===== src/rtl/updown_counter_param_if.sv =====
// Bus bundle for updown_counter_param: control/data inputs driven by the master,
// registered count, event pulse, sticky flags and boundary indicators returned by the slave.
interface updown_counter_param_if #(
    parameter int WIDTH  = 16,
    parameter int STEP_W = 4
);
    logic [WIDTH-1:0]  data_in;
    logic              load;
    logic              enable;
    logic              up_down;
    logic [STEP_W-1:0] step;
    logic [WIDTH-1:0]  limit;
    logic              sat_mode;
    logic              clr_flags;
    logic [WIDTH-1:0]  data_out;
    logic              wrap;
    logic              ovf;
    logic              unf;
    logic              at_max;
    logic              at_zero;

    modport master (
        output data_in, load, enable, up_down, step, limit, sat_mode, clr_flags,
        input  data_out, wrap, ovf, unf, at_max, at_zero
    );

    modport slave (
        input  data_in, load, enable, up_down, step, limit, sat_mode, clr_flags,
        output data_out, wrap, ovf, unf, at_max, at_zero
    );
endinterface


===== src/rtl/updown_counter_param.sv =====
// Bounded up/down counter over 0..limit with variable step, wrap or saturate at the
// boundary, a one-cycle event pulse and sticky overflow/underflow flags.
module updown_counter_param #(
    parameter int WIDTH  = 16,
    parameter int STEP_W = 4
) (
    input  logic clk,
    input  logic reset,
    updown_counter_param_if.slave bus
);
    localparam logic [WIDTH:0] ONE_EXT = {{WIDTH{1'b0}}, 1'b1};

    logic [WIDTH-1:0] r_count;
    logic             r_wrap;
    logic             r_ovf;
    logic             r_unf;

    logic [WIDTH-1:0] w_step_ext;
    logic [WIDTH-1:0] w_es;
    logic [WIDTH:0]   w_lim_p1;
    logic [WIDTH:0]   w_sum;
    logic [WIDTH:0]   w_up_wrap;
    logic [WIDTH:0]   w_dn_wrap;
    logic [WIDTH-1:0] w_next;
    logic             w_ovf_evt;
    logic             w_unf_evt;

    // All boundary arithmetic is done one bit wider so limit+1 never overflows.
    always_comb begin
        w_step_ext = '0;
        w_step_ext[STEP_W-1:0] = bus.step;
        w_es      = (w_step_ext > bus.limit) ? bus.limit : w_step_ext;
        w_lim_p1  = {1'b0, bus.limit} + ONE_EXT;
        w_sum     = {1'b0, r_count} + {1'b0, w_es};
        w_up_wrap = w_sum - w_lim_p1;
        w_dn_wrap = {1'b0, r_count} + w_lim_p1 - {1'b0, w_es};
        w_next    = r_count;
        w_ovf_evt = 1'b0;
        w_unf_evt = 1'b0;
        if (bus.load) begin
            w_next = (bus.data_in > bus.limit) ? bus.limit : bus.data_in;
        end else if (bus.enable) begin
            if (r_count > bus.limit) begin
                w_next = bus.limit;
            end else if (bus.up_down) begin
                if (w_sum <= {1'b0, bus.limit}) begin
                    w_next = w_sum[WIDTH-1:0];
                end else begin
                    w_ovf_evt = 1'b1;
                    w_next    = bus.sat_mode ? bus.limit : w_up_wrap[WIDTH-1:0];
                end
            end else begin
                if (w_es <= r_count) begin
                    w_next = r_count - w_es;
                end else begin
                    w_unf_evt = 1'b1;
                    w_next    = bus.sat_mode ? '0 : w_dn_wrap[WIDTH-1:0];
                end
            end
        end
    end

    always_ff @(posedge clk) begin
        if (!reset) begin
            r_count <= '0;
            r_wrap  <= 1'b0;
            r_ovf   <= 1'b0;
            r_unf   <= 1'b0;
        end else begin
            r_count <= w_next;
            r_wrap  <= w_ovf_evt | w_unf_evt;
            // A new event outranks a clear requested in the same cycle.
            r_ovf   <= w_ovf_evt | (r_ovf & ~bus.clr_flags);
            r_unf   <= w_unf_evt | (r_unf & ~bus.clr_flags);
        end
    end

    assign bus.data_out = r_count;
    assign bus.wrap     = r_wrap;
    assign bus.ovf      = r_ovf;
    assign bus.unf      = r_unf;
    assign bus.at_max   = (r_count == bus.limit);
    assign bus.at_zero  = (r_count == '0);
endmodule


===== src/flat_wrapper.sv =====
// flat-port wrapper written by rule: the top's interface ports become plain ports
module updown_counter_param_flat 
#(
    parameter int WIDTH  = 16,
    parameter int STEP_W = 4
)
  (clk, reset, bus_data_in, bus_load, bus_enable, bus_up_down, bus_step, bus_limit, bus_sat_mode, bus_clr_flags, bus_data_out, bus_wrap, bus_ovf, bus_unf, bus_at_max, bus_at_zero);
  updown_counter_param_if #(.WIDTH(WIDTH), .STEP_W(STEP_W)) bus_i ();
  input  logic clk;
  input  logic reset;
  input wire logic [$bits(bus_i.data_in)-1:0] bus_data_in;
  input wire logic [$bits(bus_i.load)-1:0] bus_load;
  input wire logic [$bits(bus_i.enable)-1:0] bus_enable;
  input wire logic [$bits(bus_i.up_down)-1:0] bus_up_down;
  input wire logic [$bits(bus_i.step)-1:0] bus_step;
  input wire logic [$bits(bus_i.limit)-1:0] bus_limit;
  input wire logic [$bits(bus_i.sat_mode)-1:0] bus_sat_mode;
  input wire logic [$bits(bus_i.clr_flags)-1:0] bus_clr_flags;
  output wire logic [$bits(bus_i.data_out)-1:0] bus_data_out;
  output wire logic [$bits(bus_i.wrap)-1:0] bus_wrap;
  output wire logic [$bits(bus_i.ovf)-1:0] bus_ovf;
  output wire logic [$bits(bus_i.unf)-1:0] bus_unf;
  output wire logic [$bits(bus_i.at_max)-1:0] bus_at_max;
  output wire logic [$bits(bus_i.at_zero)-1:0] bus_at_zero;
  assign bus_i.data_in = bus_data_in;
  assign bus_i.load = bus_load;
  assign bus_i.enable = bus_enable;
  assign bus_i.up_down = bus_up_down;
  assign bus_i.step = bus_step;
  assign bus_i.limit = bus_limit;
  assign bus_i.sat_mode = bus_sat_mode;
  assign bus_i.clr_flags = bus_clr_flags;
  assign bus_data_out = bus_i.data_out;
  assign bus_wrap = bus_i.wrap;
  assign bus_ovf = bus_i.ovf;
  assign bus_unf = bus_i.unf;
  assign bus_at_max = bus_i.at_max;
  assign bus_at_zero = bus_i.at_zero;
  updown_counter_param #(.WIDTH(WIDTH), .STEP_W(STEP_W)) u_core (.clk(clk), .reset(reset), .bus(bus_i));
endmodule

===== config.mk =====
export PLATFORM = sky130hd
export DESIGN_NAME = updown_counter_param_flat
export DESIGN_NICKNAME = d
export VERILOG_FILES = /design/src/rtl/updown_counter_param_if.sv /design/src/rtl/updown_counter_param.sv /design/src/flat_wrapper.sv
export SDC_FILE = /design/constraint.sdc
export NUM_CORES = 1
export LEC_CHECK = 0
export ABC_AREA = 1
export BUFFER_PORTS_ARGS = -buffer_cell sky130_fd_sc_hd__buf_4
export CAP_MARGIN = 10
export CELL_PAD_IN_SITES_DETAIL_PLACEMENT = 1
export CELL_PAD_IN_SITES_GLOBAL_PLACEMENT = 1
export CORE_UTILIZATION = 47
export CTS_CLUSTER_SIZE = 16
export DETAILED_ROUTE_END_ITERATION = 7
export GPL_TIMING_DRIVEN = 0
export PLACE_DENSITY_LB_ADDON = 0.25
export SLEW_MARGIN = 30
export SYNTH_ARGS = -nofsm -noshare
export SYNTH_HDL_FRONTEND = slang
export SYNTH_SLANG_ARGS = --single-unit

===== constraint.sdc =====
create_clock -name clk -period 7.1 [get_ports clk]
set_input_delay 0 -clock clk [delete_from_list [all_inputs] [get_ports clk]]
set_output_delay 0 -clock clk [all_outputs]
set_load 0.03 [all_outputs]

Word level (Yosys, flattened, before mapping)
Index checks and enable logic that the tools add are counted.
Storage, ports and cells
  register bits: 19
  memories: 0
  input bits: 43
  memory bits (read-only): 0
  latch bits: 0
  output and inout bits: 21
  RAM bits: 0
Operators by class
  multiplexer cells: 20
  bitwise gates (word level): 6
  order comparisons: 5
  divide/modulo/power cells: 0
  equal/unequal tests: 1
  shifts and indexed selects: 0
  reduce and logical (&&, ||, !) cells: 2
  multiply operators: 0
  add/sub/neg operators: 6
Operator list (number)
  16-bit 2-to-1 mux: 10
  16-bit subtractor: 3
  16-bit greater-than comparator: 2
  16-bit by 16-bit adder with 17-bit output: 1
  17-bit by 16-bit less-or-equal comparator with 1-bit output: 1
  16-bit by 1-bit adder with 16-bit output, second input constant: 1
  16-bit adder: 1
  16-bit equality test: 1
  4-bit by 16-bit greater-than comparator with 1-bit output: 1
  16-bit less-or-equal comparator: 1
  16-bit logical NOT: 1
  1-bit 2-to-1 mux: 10
  1-bit bitwise OR: 3
  1-bit AND: 2
  2-bit nonzero test: 1
  1-bit NOT: 1

Depth between registers and ports, before layout
  word-level depth: 10
  gate-level depth with buffers: 39

Worst setup path after synthesis
OpenSTA, ideal clock, no wires.
  path kind: input -> register
  start point: input bus_limit[1]
  end point: register u_core.r_count[11] (netlist: u_core.bus.data_out[11])
  arrival time: 4015 ps
  cell stages on the path: 38
  slack: 2965 ps
  buffers on the path: 1
  setup time: 120 ps
  path through: inv_1 ha_1 inv_1 nor2_1 o211ai_1 nand2_1 nand3_1 inv_1 nor2_1 a21oi_1 inv_1 fa_1 nand3b_1 nand2_1 nand3_1 nand2_1 nand2_1 nand2_1 [... 2 more ...] xor2_1 ha_1 nand2_1 inv_1 nor3_1 nand2_1 nand2_1 nand2_1 nand2_1 nand2_1 nand2_1 nand3_2 buf_6 or2_1 nand3_1 nand2_1 nand2_1 a21oi_1
On the way
  word-level cells in the longest chain between the ends: 10
RTL lines
  start, declared: line flat_wrapper.sv:16  | input wire logic [$bits(bus_i.limit)-1:0] bus_limit;
  4-bit by 16-bit greater-than comparator with 1-bit output: line updown_counter_param.sv:32  | w_es = (w_step_ext > bus.limit) ? bus.limit : w_step_ext;
  16-bit 2-to-1 mux: line updown_counter_param.sv:32
  16-bit by 16-bit adder with 17-bit output: line updown_counter_param.sv:34  | w_sum = {1'b0, r_count} + {1'b0, w_es};
  16-bit subtractor: line updown_counter_param.sv:35  | w_up_wrap = w_sum - w_lim_p1;
  16-bit 2-to-1 mux: line updown_counter_param.sv:50  | w_next = bus.sat_mode ? bus.limit : w_up_wrap[WIDTH-1:0];
  16-bit 2-to-1 mux: line updown_counter_param.sv:46  | if (w_sum <= {1'b0, bus.limit}) begin
  16-bit 2-to-1 mux: line updown_counter_param.sv:45  | end else if (bus.up_down) begin
  16-bit 2-to-1 mux: line updown_counter_param.sv:43  | if (r_count > bus.limit) begin
  16-bit 2-to-1 mux: line updown_counter_param.sv:42  | end else if (bus.enable) begin
  16-bit 2-to-1 mux (*): line updown_counter_param.sv:40  | if (bus.load) begin
  end signal, assigned: line updown_counter_param.sv:70  | r_count <= w_next;
  end, declared: line updown_counter_param.sv:13  | logic [WIDTH-1:0] r_count;
Mark *: on every way between the ends. The rest lies on a longest branch, timed or not. The select of a mux whose other input is x is not followed.
A chain may end at the register's enable or synchronous reset.

Final worst setup path
  start point: input bus_limit[13]
  end point: register u_core.r_wrap (netlist: u_core.bus.wrap)
On the way
  word-level cells in the longest chain between the ends: 10
RTL lines
  4-bit by 16-bit greater-than comparator with 1-bit output: line updown_counter_param.sv:32
  16-bit 2-to-1 mux: line updown_counter_param.sv:32
  16-bit by 16-bit adder with 17-bit output: line updown_counter_param.sv:34
  17-bit by 16-bit less-or-equal comparator with 1-bit output: line updown_counter_param.sv:46
  1-bit 2-to-1 mux: line updown_counter_param.sv:46
  1-bit 2-to-1 mux: line updown_counter_param.sv:45
  1-bit 2-to-1 mux: line updown_counter_param.sv:43
  1-bit 2-to-1 mux: line updown_counter_param.sv:42
  1-bit 2-to-1 mux: line updown_counter_param.sv:40
  1-bit bitwise OR (*): line updown_counter_param.sv:71  | r_wrap <= w_ovf_evt | w_unf_evt;
  end signal, assigned: line updown_counter_param.sv:71
  end, declared: line updown_counter_param.sv:14  | logic r_wrap;
Mark *: on every way between the ends. The rest lies on a longest branch, timed or not.

==> flow_summary.yaml <==
run_status:
  status: "finished, final reports clean"
clock_network:
  ctsLongestPathBuffers: 2
  cts_tree: "yes"
  clk_pin_slew_ns: 0.06
  hold_buffers: 0
  insertion_delay_ns: 0.26
  htreeDepth: 1
  cts.root.buffer_cell: "clkbuf_16"
  post_cts_resized: 0
  cts.sinks: 19
  cts_made_buffers: 3
  post_cts_buffers: 0
route:
  vias: 7974
  drtIter0Drc: 605
  dr.pass1.iters: 5
  drc_errors: 0
  wl_um: 26500
  detail-route-antenna-nets: 0
  viasPerCell: 5.84
  routedWlPerCell_um: 19.4
pwr:
  pwr_density_cell_nw_per_um2: 219
  ir_worst_vdd_mv: 0.0823
  static-leakage-power_uw: 0.00410
synth:
  synthSimpleGateAreaFrac_pct: 29.4
  async_flop_share_pct: 0
  synth_top_area_share_pct: 21.6
  synth-edff-count: 0
  yosysMostFrequentCell: "nand2_1"
  synthAdderAreaFrac_pct: 26.9
  yosysSeqAreaShare_pct: 5.62
  yosysWarnings: 0
  synth-main-ff-cell: "dfxtp_1"
  yosysUniqueCellTypes: 52
  synth.avg_cell_area_um2: 6.22
  synth.largest_area_cell: "ha_1"
  synth.area.mux_share_pct: 0
  ys_ff_latch: 19
  synth_top_family_by_area: "simple AND/OR/NAND/NOR gates"
  synth_commonest_cells: "nand2_1, inv_1, ha_1"
  synth-compound-area-share_pct: 21.6
  synth_area_leaders: "ha_1, nand2_1, a21oi_1"
  synth_xor_area_share_pct: 6.21
  postSynthCellCount: 1088
  syn_area_um2: 6770
finish:
  multiInputGateArea_um2: 5830
  finalInstanceArea_um2: 7660
  register_area_um2: 380
  fin_util_pct: 54.8
  nets: 1365
  syn_to_final_growth_pct: 13.1
  drive_gt1_share_pct: 9.36
  fillers: 2024
  diodes: 0
sta:
  relSlewSlack_pct: 46.6
  tightest_slew_ns: 0.794
  period_needed_ns: 5.60
  slew_violations: 0
  hold_viol: 0
  fin_skew_ns: 0.00309
  setup_tns_ns: 0
  finalCritPeriodShare_pct: 78.9
  max_freq_mhz: 179
  fin_ws_ns: 1.50
  setup_violations: 0
  rsz0062_at_grt: "no"
  worst_hold_slack_ns: 0.00667
floorplan:
  die_area_um2: 14900
  die_w_um: 122
  floorplan.initialDensity_pct: 48.4
  core_area_um2: 14000
  placementRows: 43
  die_h_um: 122
  io_pins: 64
place:
  gp_congestion: 0.923
  placed_cell_area_um2: 7580
  hpwl_um: 22600
  port_buffers: 61
  pre_cts_ws_ns: 1.28
setup_path:
  crit_top_cell: "nand2_1"
  worstRegToRegCells: 25
  cp_max_fo: 10
  r2r_slack_ns: 2.63
  crit_slowest_cell: "nor4_1"
  endpoint_kind: "flip-flop"
  rr_startpoint: "u_core.bus.data_out[1]$_SDFFE_PN0P_"
  cp.arrival_ns: 5.79
  worst_r2r_endpoint: "u_core.bus.wrap$_SDFF_PN0_"
  critPathMaxStageDelay_ns: 0.63
  worst_ep_required_time_ns: 7.29
  worstSetupPathType: "in -> reg"
  start_kind: "input port"
global_routing:
  first_global_vias: 8218
  grt.total_usage_pct: 36.6
  grt_pass1_wl_um: 41500
  antenna_found_initial: 0
  gr-total-overflow: 0
  grt_max_degree: 12
worst_hold_path:
  hold_start: "bus_clr_flags"
  whs_path_depth: 4
  hold_path_end: "u_core.bus.unf$_SDFF_PN0_"
  hp-class: "in -> reg"
job:
  max_cap_viol_count: 0
## per-stage QoR
stage	std cells	total power, uW
2_1_floorplan	1121	1120
3_3_place_gp	1362	1450
3_5_place_dp	1362	1510
4_1_cts	1366	1650
5_1_grt	1366	1830
6_report	1366	1680
## registers in the layout, indices dropped and copies added, names as in the netlist
signal	count
u_core.bus.ovf	1
u_core.bus.wrap	1
u_core.bus.data_out	16
u_core.bus.unf	1
## cell type report
type                       instances  share of cell area (%)
clock buffer                       3                   0.980
multi-input combinational        934                    76.2
inverter                         137                    6.75
tap                              180                    2.94
sequential                        19                    4.97
buffer                            31                    2.17
clock inverter                     1                  0.0653
timing repair buffer              61                    5.98
## power breakdown
group / total, uW / leakage, uW / switching (uW) / internal, uW
Clock: 126 / 0.0000409 / 49.9 / 76.0
Sequential: 163 / 0.000157 / 42.0 / 121
Combinational: 1390 / 0.00391 / 905 / 487
## placed cells by master, fill, tap and decap left out, types with 4 or more instances in the layout
cell,synthesis,routed
nand3_1,63,63
a21oi_1,111,111
a21oi_2,7,7
nor3_1,13,13
inv_1,133,133
o21bai_1,9,9
buf_2,10,10
nand4_1,13,13
conb_1,2,35
nor2_1,64,64
o211ai_1,14,14
or2_2,4,4
nand3_2,4,4
o21ai_0,90,90
nand2_1,274,274
nand3b_1,5,5
clkbuf_1,12,12
nor4_1,6,6
buf_4,4,65
xnor2_1,8,8
ha_1,117,117
xor2_1,40,40
fa_1,18,18
dfxtp_1,19,19
a21o_1,7,7
## cells by family (layout without fill, tap and decap cells)
| kind of cell | after synthesis | after routing |
|---|---|---|
| simple gates | 457 | 457 |
| compound gates | 259 | 259 |
| buf+inv | 168 | 233 |
| fa+ha+maj | 135 | 135 |
| xor+xnor | 48 | 48 |
| flops | 19 | 19 |
| other cells | 2 | 35 |
## worst max-delay path by stage
stage | startpoint | end | slack, ns
3_5_place_dp | bus_limit[13] | u_core.bus.ovf$_SDFF_PN0_ | 1.28
3_3_place_gp | bus_limit[13] | u_core.bus.data_out[1]$_SDFFE_PN0P_ | 1.56
6_report | bus_limit[13] | u_core.bus.wrap$_SDFF_PN0_ | 1.50
2_1_floorplan | bus_limit[1] | u_core.bus.data_out[11]$_SDFFE_PN0P_ | 2.97
4_1_cts | bus_limit[13] | u_core.bus.ovf$_SDFF_PN0_ | 1.48
5_1_grt | bus_limit[14] | u_core.bus.data_out[2]$_SDFFE_PN0P_ | 0.91
## metal layers
metal,share of wire [%],GRT usage (%)
met2,48,64.0
met4,3.5,14.3
met5,0,0
met3,4.9,3.00
met1,43,46.1
## critical path, delay by kind of cell
family / cells / cell delay [ns]
AND/OR/NAND/NOR: 22 / 3.19
buffers and inverters: 6 / 1.01
adder cells (fa/ha/maj): 2 / 0.70
AO/OA/AOI/OAI: 2 / 0.45
XOR/XNOR: 1 / 0.45
Note: power is estimated with default switching activity, not from simulation.
